File: config.mk
export PLATFORM = sky130hd
export DESIGN_NAME = peripheral_dbg_burst_master_apb4
export DESIGN_NICKNAME = d
export VERILOG_FILES = /design/src/rtl/peripheral_dbg_burst_master_apb4.sv
export SDC_FILE = /design/constraint.sdc
export NUM_CORES = 1
export LEC_CHECK = 0
export BUFFER_PORTS_ARGS = -buffer_cell sky130_fd_sc_hd__buf_2
export CAP_MARGIN = 30
export CORE_MARGIN = 2
export CORE_UTILIZATION = 40
export DETAILED_ROUTE_END_ITERATION = 12
export PLACE_DENSITY = 0.71
export SLEW_MARGIN = 5
export SYNTH_ARGS = -nofsm -noshare
export SYNTH_HDL_FRONTEND = slang
export SYNTH_SLANG_ARGS = --single-unit
File: constraint.sdc
create_clock -name apb4_clk_i -period 1.95 [get_ports apb4_clk_i]
set_clock_uncertainty 0.05 [all_clocks]
set_input_delay 0.195 -clock apb4_clk_i [delete_from_list [all_inputs] [get_ports apb4_clk_i]]
set_output_delay 0.195 -clock apb4_clk_i [all_outputs]
set_load 0.02 [all_outputs]
File: src/rtl/peripheral_dbg_burst_master_apb4.sv
// rtl/peripheral_dbg_burst_master_apb4.sv - debug command to Wishbone burst master (optional watchdog: PERIPHERAL_DBG_BURST_MASTER_TIMEOUT_EN)
module peripheral_dbg_burst_master_apb4 #(
    parameter int DW             = 32,
    parameter int AW             = 32,
    parameter int LEN_W          = 4,
    parameter int TIMEOUT_CYCLES = 255
) (
    input  logic             apb4_clk_i,
    input  logic             apb4_rstn_i,
    input  logic             cmd_valid_i,
    output logic             cmd_ready_o,
    input  logic [AW-1:0]    cmd_adr_i,
    input  logic             cmd_we_i,
    input  logic [LEN_W-1:0] cmd_len_i,
    input  logic [1:0]       cmd_bte_i,
    input  logic [3:0]       cmd_sel_i,
    input  logic             wdata_valid_i,
    input  logic [DW-1:0]    wdata_i,
    output logic             wdata_ready_o,
    output logic             rdata_valid_o,
    output logic [DW-1:0]    rdata_o,
    output logic             done_o,
    output logic             err_o,
    output logic [AW-1:0]    apb4_adr_o,
    output logic [DW-1:0]    apb4_dat_o,
    output logic [3:0]       apb4_sel_o,
    output logic             apb4_we_o,
    output logic [1:0]       apb4_bte_o,
    output logic [2:0]       apb4_cti_o,
    output logic             apb4_cyc_o,
    output logic             apb4_stb_o,
    input  logic [DW-1:0]    apb4_dat_i,
    input  logic             apb4_ack_i,
    input  logic             apb4_err_i,
    input  logic             apb4_rty_i
);

    typedef enum logic [1:0] {S_IDLE, S_RUN, S_DONE} state_t;

    state_t             state_q, state_d;
    logic [AW-1:0]      adr_q, adr_d;
    logic [DW-1:0]      dat_q, dat_d;
    logic [3:0]         sel_q, sel_d;
    logic               we_q, we_d;
    logic [1:0]         bte_q, bte_d;
    logic [LEN_W-1:0]   cnt_q, cnt_d;
    logic               single_q, single_d;
    logic               held_q, held_d;
    logic [DW-1:0]      rdata_q, rdata_d;
    logic               rvalid_q, rvalid_d;
    logic               err_q, err_d;

    logic               stb;
    logic               timeout;
    logic               bus_err;
    logic               beat_ack;
    logic               last_beat;
    logic               wr_take;
    logic [AW-3:0]      idx;
    logic [AW-3:0]      idx_inc;
    logic [AW-3:0]      wrap_mask;
    logic [AW-3:0]      idx_next;

    // Command address is word aligned; the byte offset bits carry no information.
    logic unused_adr_lsb;
    assign unused_adr_lsb = ^cmd_adr_i[1:0];

    // A write beat is only presented once its data word is held in apb4_dat_o.
    assign stb       = (state_q == S_RUN) && (!we_q || held_q);
    assign bus_err   = (stb && (apb4_err_i || apb4_rty_i)) || timeout;
    assign beat_ack  = stb && apb4_ack_i && !bus_err;
    assign last_beat = (cnt_q == '0);
    assign wr_take   = (state_q == S_RUN) && we_q && !held_q && wdata_valid_i;

`ifdef PERIPHERAL_DBG_BURST_MASTER_TIMEOUT_EN
    localparam int TW = $clog2(TIMEOUT_CYCLES + 1);
    logic [TW-1:0] to_cnt_q, to_cnt_d;

    // Watchdog counts strobe cycles without a slave response; any response restarts it.
    always_comb begin
        to_cnt_d = '0;
        timeout  = 1'b0;
        if (stb && !apb4_ack_i && !apb4_err_i && !apb4_rty_i) begin
            to_cnt_d = to_cnt_q + 1'b1;
            timeout  = (to_cnt_d == TW'(TIMEOUT_CYCLES));
        end
    end

    // Watchdog counter register.
    always_ff @(posedge apb4_clk_i or negedge apb4_rstn_i) begin
        if (!apb4_rstn_i) to_cnt_q <= '0;
        else              to_cnt_q <= to_cnt_d;
    end
`else
    logic unused_timeout_cfg;
    assign unused_timeout_cfg = (TIMEOUT_CYCLES != 0);
    assign timeout = 1'b0;
`endif

    // Next word index: the wrap mask limits which index bits may carry.
    always_comb begin
        idx     = adr_q[AW-1:2];
        idx_inc = idx + 1'b1;
        case (bte_q)
            2'b01:   wrap_mask = (AW-2)'(3);
            2'b10:   wrap_mask = (AW-2)'(7);
            2'b11:   wrap_mask = (AW-2)'(15);
            default: wrap_mask = '1;
        endcase
        idx_next = (idx & ~wrap_mask) | (idx_inc & wrap_mask);
    end

    // Next-state and datapath updates for the command FSM.
    always_comb begin
        state_d  = state_q;
        adr_d    = adr_q;
        dat_d    = dat_q;
        sel_d    = sel_q;
        we_d     = we_q;
        bte_d    = bte_q;
        cnt_d    = cnt_q;
        single_d = single_q;
        held_d   = held_q;
        rdata_d  = rdata_q;
        rvalid_d = 1'b0;
        err_d    = err_q;
        case (state_q)
            S_IDLE: begin
                if (cmd_valid_i) begin
                    adr_d    = {cmd_adr_i[AW-1:2], 2'b00};
                    we_d     = cmd_we_i;
                    sel_d    = cmd_sel_i;
                    bte_d    = cmd_bte_i;
                    cnt_d    = cmd_len_i;
                    single_d = (cmd_len_i == '0);
                    held_d   = 1'b0;
                    err_d    = 1'b0;
                    state_d  = S_RUN;
                end
            end
            S_RUN: begin
                if (wr_take) begin
                    dat_d  = wdata_i;
                    held_d = 1'b1;
                end
                if (bus_err) begin
                    err_d   = 1'b1;
                    state_d = S_DONE;
                end else if (beat_ack) begin
                    held_d = 1'b0;
                    adr_d  = {idx_next, 2'b00};
                    if (!we_q) begin
                        rdata_d  = apb4_dat_i;
                        rvalid_d = 1'b1;
                    end
                    if (last_beat) state_d = S_DONE;
                    else           cnt_d   = cnt_q - 1'b1;
                end
            end
            S_DONE: state_d = S_IDLE;
            default: state_d = S_IDLE;
        endcase
    end

    // State and datapath registers.
    always_ff @(posedge apb4_clk_i or negedge apb4_rstn_i) begin
        if (!apb4_rstn_i) begin
            state_q  <= S_IDLE;
            adr_q    <= '0;
            dat_q    <= '0;
            sel_q    <= '0;
            we_q     <= 1'b0;
            bte_q    <= '0;
            cnt_q    <= '0;
            single_q <= 1'b0;
            held_q   <= 1'b0;
            rdata_q  <= '0;
            rvalid_q <= 1'b0;
            err_q    <= 1'b0;
        end else begin
            state_q  <= state_d;
            adr_q    <= adr_d;
            dat_q    <= dat_d;
            sel_q    <= sel_d;
            we_q     <= we_d;
            bte_q    <= bte_d;
            cnt_q    <= cnt_d;
            single_q <= single_d;
            held_q   <= held_d;
            rdata_q  <= rdata_d;
            rvalid_q <= rvalid_d;
            err_q    <= err_d;
        end
    end

    assign cmd_ready_o   = (state_q == S_IDLE);
    assign done_o        = (state_q == S_DONE);
    assign wdata_ready_o = wr_take;
    assign rdata_valid_o = rvalid_q;
    assign rdata_o       = rdata_q;
    assign err_o         = err_q;
    assign apb4_cyc_o    = (state_q == S_RUN);
    assign apb4_stb_o    = stb;
    assign apb4_adr_o    = adr_q;
    assign apb4_dat_o    = dat_q;
    assign apb4_sel_o    = sel_q;
    assign apb4_we_o     = we_q;
    assign apb4_bte_o    = bte_q;
    assign apb4_cti_o    = ((state_q == S_RUN) && !single_q) ? (last_beat ? 3'b111 : 3'b010) : 3'b000;

endmodule

# Yosys cells after proc, flatten, opt, wreduce, memory -nomap -nowiden
# Cells that the tools add are included.
# word_totals
regBits	113
latch_bits	0
ramBits	0
mem_bits_ro	0
input_bits	114
output_inout_bits	113
n_memories	0
# op_classes
n_addsub	2
mul	0
div	0
order_cmp	0
n_eq_ne	12
shift	0
n_mux	28
bitwise_logic	6
n_reduce_logical	26
# ops
operator	n
32-bit two-way mux	3
30-bit one-hot mux with 3 select lines	1
32-bit one-hot mux with 2 select lines	1
30-bit AND	2
30-bit by 1-bit adder with 30-bit output (second input constant)	1
30-bit inverter	1
30-bit bitwise OR	1
4-bit two-way mux	4
1-bit two-way mux	9
1-bit logical AND	8
4-bit logical NOT	2
2-bit two-way mux	4
4-bit one-hot mux with 2 select lines	1
4-bit AND reduction	2
2-bit == test (second input constant)	3
3-bit two-way mux	2
2-bit != test (second input constant)	3
3-bit by 1-bit != test with 1-bit output (second input constant)	2
2-bit AND reduction	3
3-bit AND reduction	2
5-bit AND reduction	1
2-bit by 1-bit == test with 1-bit output (second input constant)	2
1-bit logical NOT	4
2-bit by 1-bit != test with 1-bit output (second input constant)	2
other kinds (7)	10

# Depth between registers and ports, before layout
# depth
depth_word	9
mapped_depth	8

# Least setup slack after synthesis
# Ideal clock, no wire load.
# synth_timing
path_kind	register -> output
startpoint	register state_q[1]
endpoint	output apb4_cti_o[2]
t_arrival_ns	1.674
t_required_ns	1.705
path_slack_ns	0.031
stages_incl_launch_ff	6
n_path_buf	3
path_cell_list	dfrtp_1 nand2b_1 buf_6 clkbuf_1 nor3_1 buf_4
# synth_via
elab_chain_len	3
# synth_rtl
item	line_no	text
start, declared	40	state_t state_q, state_d;
start signal, assigned	181	state_q <= state_d;
2-bit by 1-bit == test with 1-bit output	209	assign apb4_cti_o = ((state_q == S_RUN) && !single_q) ? (last_beat ? 3'b111 : 3'b010) : 3'b000;
1-bit logical AND	209	
3-bit two-way mux	209	
end, declared	29	output logic [2:0] apb4_cti_o,
# Every way passes these cells.

# Worst setup path after layout
# layout_timing
startpoint	register held_q
endpoint	output wdata_ready_o
# layout_via
elab_chain_len	3
# layout_rtl
item	line_no	text
start, declared	48	logic held_q, held_d;
start signal, assigned	189	held_q <= held_d;
1-bit logical NOT	73	assign wr_take = (state_q == S_RUN) && we_q && !held_q && wdata_valid_i;
1-bit logical AND (2 in a row)	73	
end, declared	19	output logic wdata_ready_o,
# Every way passes these cells.

==> impl_metrics.json <==
{
  "core_mm2": 0.0128,
  "dr.pass1.iters": 5,
  "grt_pass1_wl_mm": 25.6,
  "synthFlopType": "dfrtp_1",
  "synthCells": 541,
  "required_ps": 1700,
  "dpl.hpwl_mm": 11.4,
  "hold_ws_ps": 8.51,
  "final_area_mm2": 0.00737,
  "routedWlPerCell_um": 16.3,
  "post-route-min-period_ps": 1880,
  "p_per_area_mw_per_mm2": 1660,
  "netlist_top_cells_area": "dfrtp_1 53%, nand2_1 10%, mux2_1 5.8%",
  "postLayoutCoreUtil_pct": 57.7,
  "initial_core_util_pct": 41.3,
  "dp.cells": 931,
  "cts_num_sinks": 111,
  "post-synth-top-area-cell": "dfrtp_1",
  "grtUsageTotal_pct": 22.3,
  "drc_errors": 0,
  "post-route-period-util_pct": 96.2,
  "grt_max_degree": 112,
  "instances_no_fill": 978,
  "die-area_mm2": 0.0141,
  "finalPower_mw": 12.2,
  "antenna_found_initial": 1,
  "fill_cells": 1095,
  "die_x_um": 119,
  "rows": 41,
  "slew_headroom_pct": 61.9,
  "clk_latency_ps": 340,
  "async_flop_share_pct": 100,
  "slowest_delay_ps": 380,
  "yosysSeqAreaShare_pct": 52.6,
  "drive_gt1_share_pct": 37.4,
  "cp.arrival_ps": 1630,
  "nNetsFinal": 919,
  "crit_chain": "and2b_4 > and3_4 > buf_12 > buf_2",
  "drv_cap": 0,
  "yosysUniqueCellTypes": 64,
  "cpMaxStageDelayCell": "dfrtp_1",
  "final-max-slew-violation-count": 0,
  "areaGrowthSynthToFinish_pct": 39.7,
  "synth_edf_count": 0,
  "rsz0062_at_grt": "yes",
  "setup_violations": 0,
  "io_pins": 227,
  "root_buffer": "clkbuf_16",
  "first_global_vias": 5137,
  "yosysWarnings": 0,
  "crit_path_end_kind": "primary output",
  "startpoint_type": "register",
  "detailedPlace.worstSlack_ps": 64.9,
  "overflow": 0,
  "ant_nets": 0,
  "hold_depth": 3,
  "io_buffer_count": 222,
  "ys_ff_latch": 111,
  "die_y_um": 119,
  "clkTransAtPathRegs_ps": 70,
  "layout_setup_ws_ps": 73.3,
  "cts_max_path_buffers": 2,
  "dr.first_iter.drc_count": 382,
  "synth_area_per_cell_um2": 9.75,
  "place_area_mm2": 0.00669,
  "hold_viol_final": 0,
  "cts_buffers": 9,
  "gp_congestion": 0.848,
  "vdd_drop_max_mv": 0.818,
  "htreeDepth": 3,
  "tritoncts": "done",
  "vias": 5171,
  "viasPerCell": 5.29,
  "status": "complete, no violations",
  "r2r_cells": 9,
  "power_leakage_nw": 3.65,
  "hp-class": "input pin to register",
  "path_max_fanout": 17,
  "wirelength_mm": 16.0,
  "finalSetupTns_ps": 0,
  "worst_pin_slew_ps": 572,
  "crit_type": "register to primary output",
  "fmax_ghz": 0.533,
  "synth_area_mm2": 0.00528,
  "yosysTopAreaCellShare_pct": 52.6
}
==> routing by layer <==
metal  vias to the layer above  share of wire, %  GRT usage (%)  routed length, um
met5                         -                 0              0                  0
met4                         0               1.4           6.62                231
met3                        15               7.3           5.03               1160
met2                       220                50           39.3               8040
met1                      2514                41           27.4               6540
li1                       2422                 -              -                  -
==> layout make-up <==
cell class | instances | area, um2 | share of cell area [%]
flip-flops and latches | 111 | 2780 | 37.7
multi-input cells | 390 | 2350 | 31.9
repair buffers | 281 | 1720 | 23.4
clock buffers | 11 | 233 | 3.16
well taps | 172 | 215 | 2.92
clock inverters | 5 | 35.0 | 0.475
inverters | 7 | 26.3 | 0.356
diodes | 1 | 2.50 | 0.0340
==> worst max-delay path, delay by kind of cell (launching register included) <==
kind | cells | cell delay (ps)
simple gates | 2 | 560
flops | 1 | 380
buf+inv | 2 | 340
==> Yosys cell counts, types with 5 or more instances <==
cell type / n
clkbuf_1: 9
nor2_1: 24
or3_1: 7
o21ai_0: 24
and3_1: 8
buf_2: 15
o22ai_1: 9
mux2_1: 27
mux2_2: 5
a21oi_1: 29
inv_1: 5
nor3_1: 5
nand2_1: 142
nand4_1: 13
dfrtp_1: 111
ha_1: 5
nand3_1: 18
a2bb2oi_1: 8
==> cells by family (layout without fill, tap and decap cells) <==
kind of cell | count (synthesis) | count (layout) | synth area share [%]
other | 1 | 3 | 0.0711
buffers and inverters | 41 | 304 | 3.98
multiplexers | 33 | 33 | 7.02
AND/OR/NAND/NOR | 246 | 246 | 22.4
flip-flops | 111 | 111 | 52.6
AO/OA/AOI/OAI | 104 | 104 | 12.7
adder cells (fa/ha/maj) | 5 | 5 | 1.19
==> what timing repair did <==
action                                  in CTS  in global routing
cloned                                       1                  0
setup buffers                                0                  1
gates resized for setup                      5                 20
hold buffers                                28                  0
pin swaps                                    0                  6
endpoints found under the setup margin       3                 18
hold endpoints to repair                   138                  0
==> report_power, final <==
part	internal [mW]	total (mW)	leakage [nW]	switching, mW
combinational	2.39	6.23	2.19	3.84
sequential	3.42	4.32	1.34	0.895
clock	0.866	1.69	0.118	0.823
total	6.68	12.2	3.65	5.56
==> cell usage in the layout (no fill, tap or decap), drive strengths merged, types with 7 or more instances in the layout <==
cell and n:
and3 10, or3 8, o21ai 27, nand2 143
nor2 25, inv 7, mux2 32, dlygate4sd3 28
nand3 19, nand4 13, clkbuf 11, buf 252
o22ai 9, dfrtp 111, a21oi 29, a2bb2oi 8
==> worst paths after layout <==
check	startpoint	slack, ps	to
max reg2reg	apb4_bte_o[1]$_DFFE_PN0P_	80	register
max in group asynchronous	apb4_rstn_i	980	async pin
min reg2reg	rdata_o[3]$_DFFE_PN0P_	420	rdata_o[3]$_DFFE_PN0P_
min	apb4_dat_i[11]	9	rdata_o[11]$_DFFE_PN0P_
min in group asynchronous	apb4_rstn_i	430	apb4_dat_o[23]$_DFFE_PN0P_
max	held_q$_DFFE_PN0P_	70	wdata_ready_o
Power figures use the tool's default switching activity.
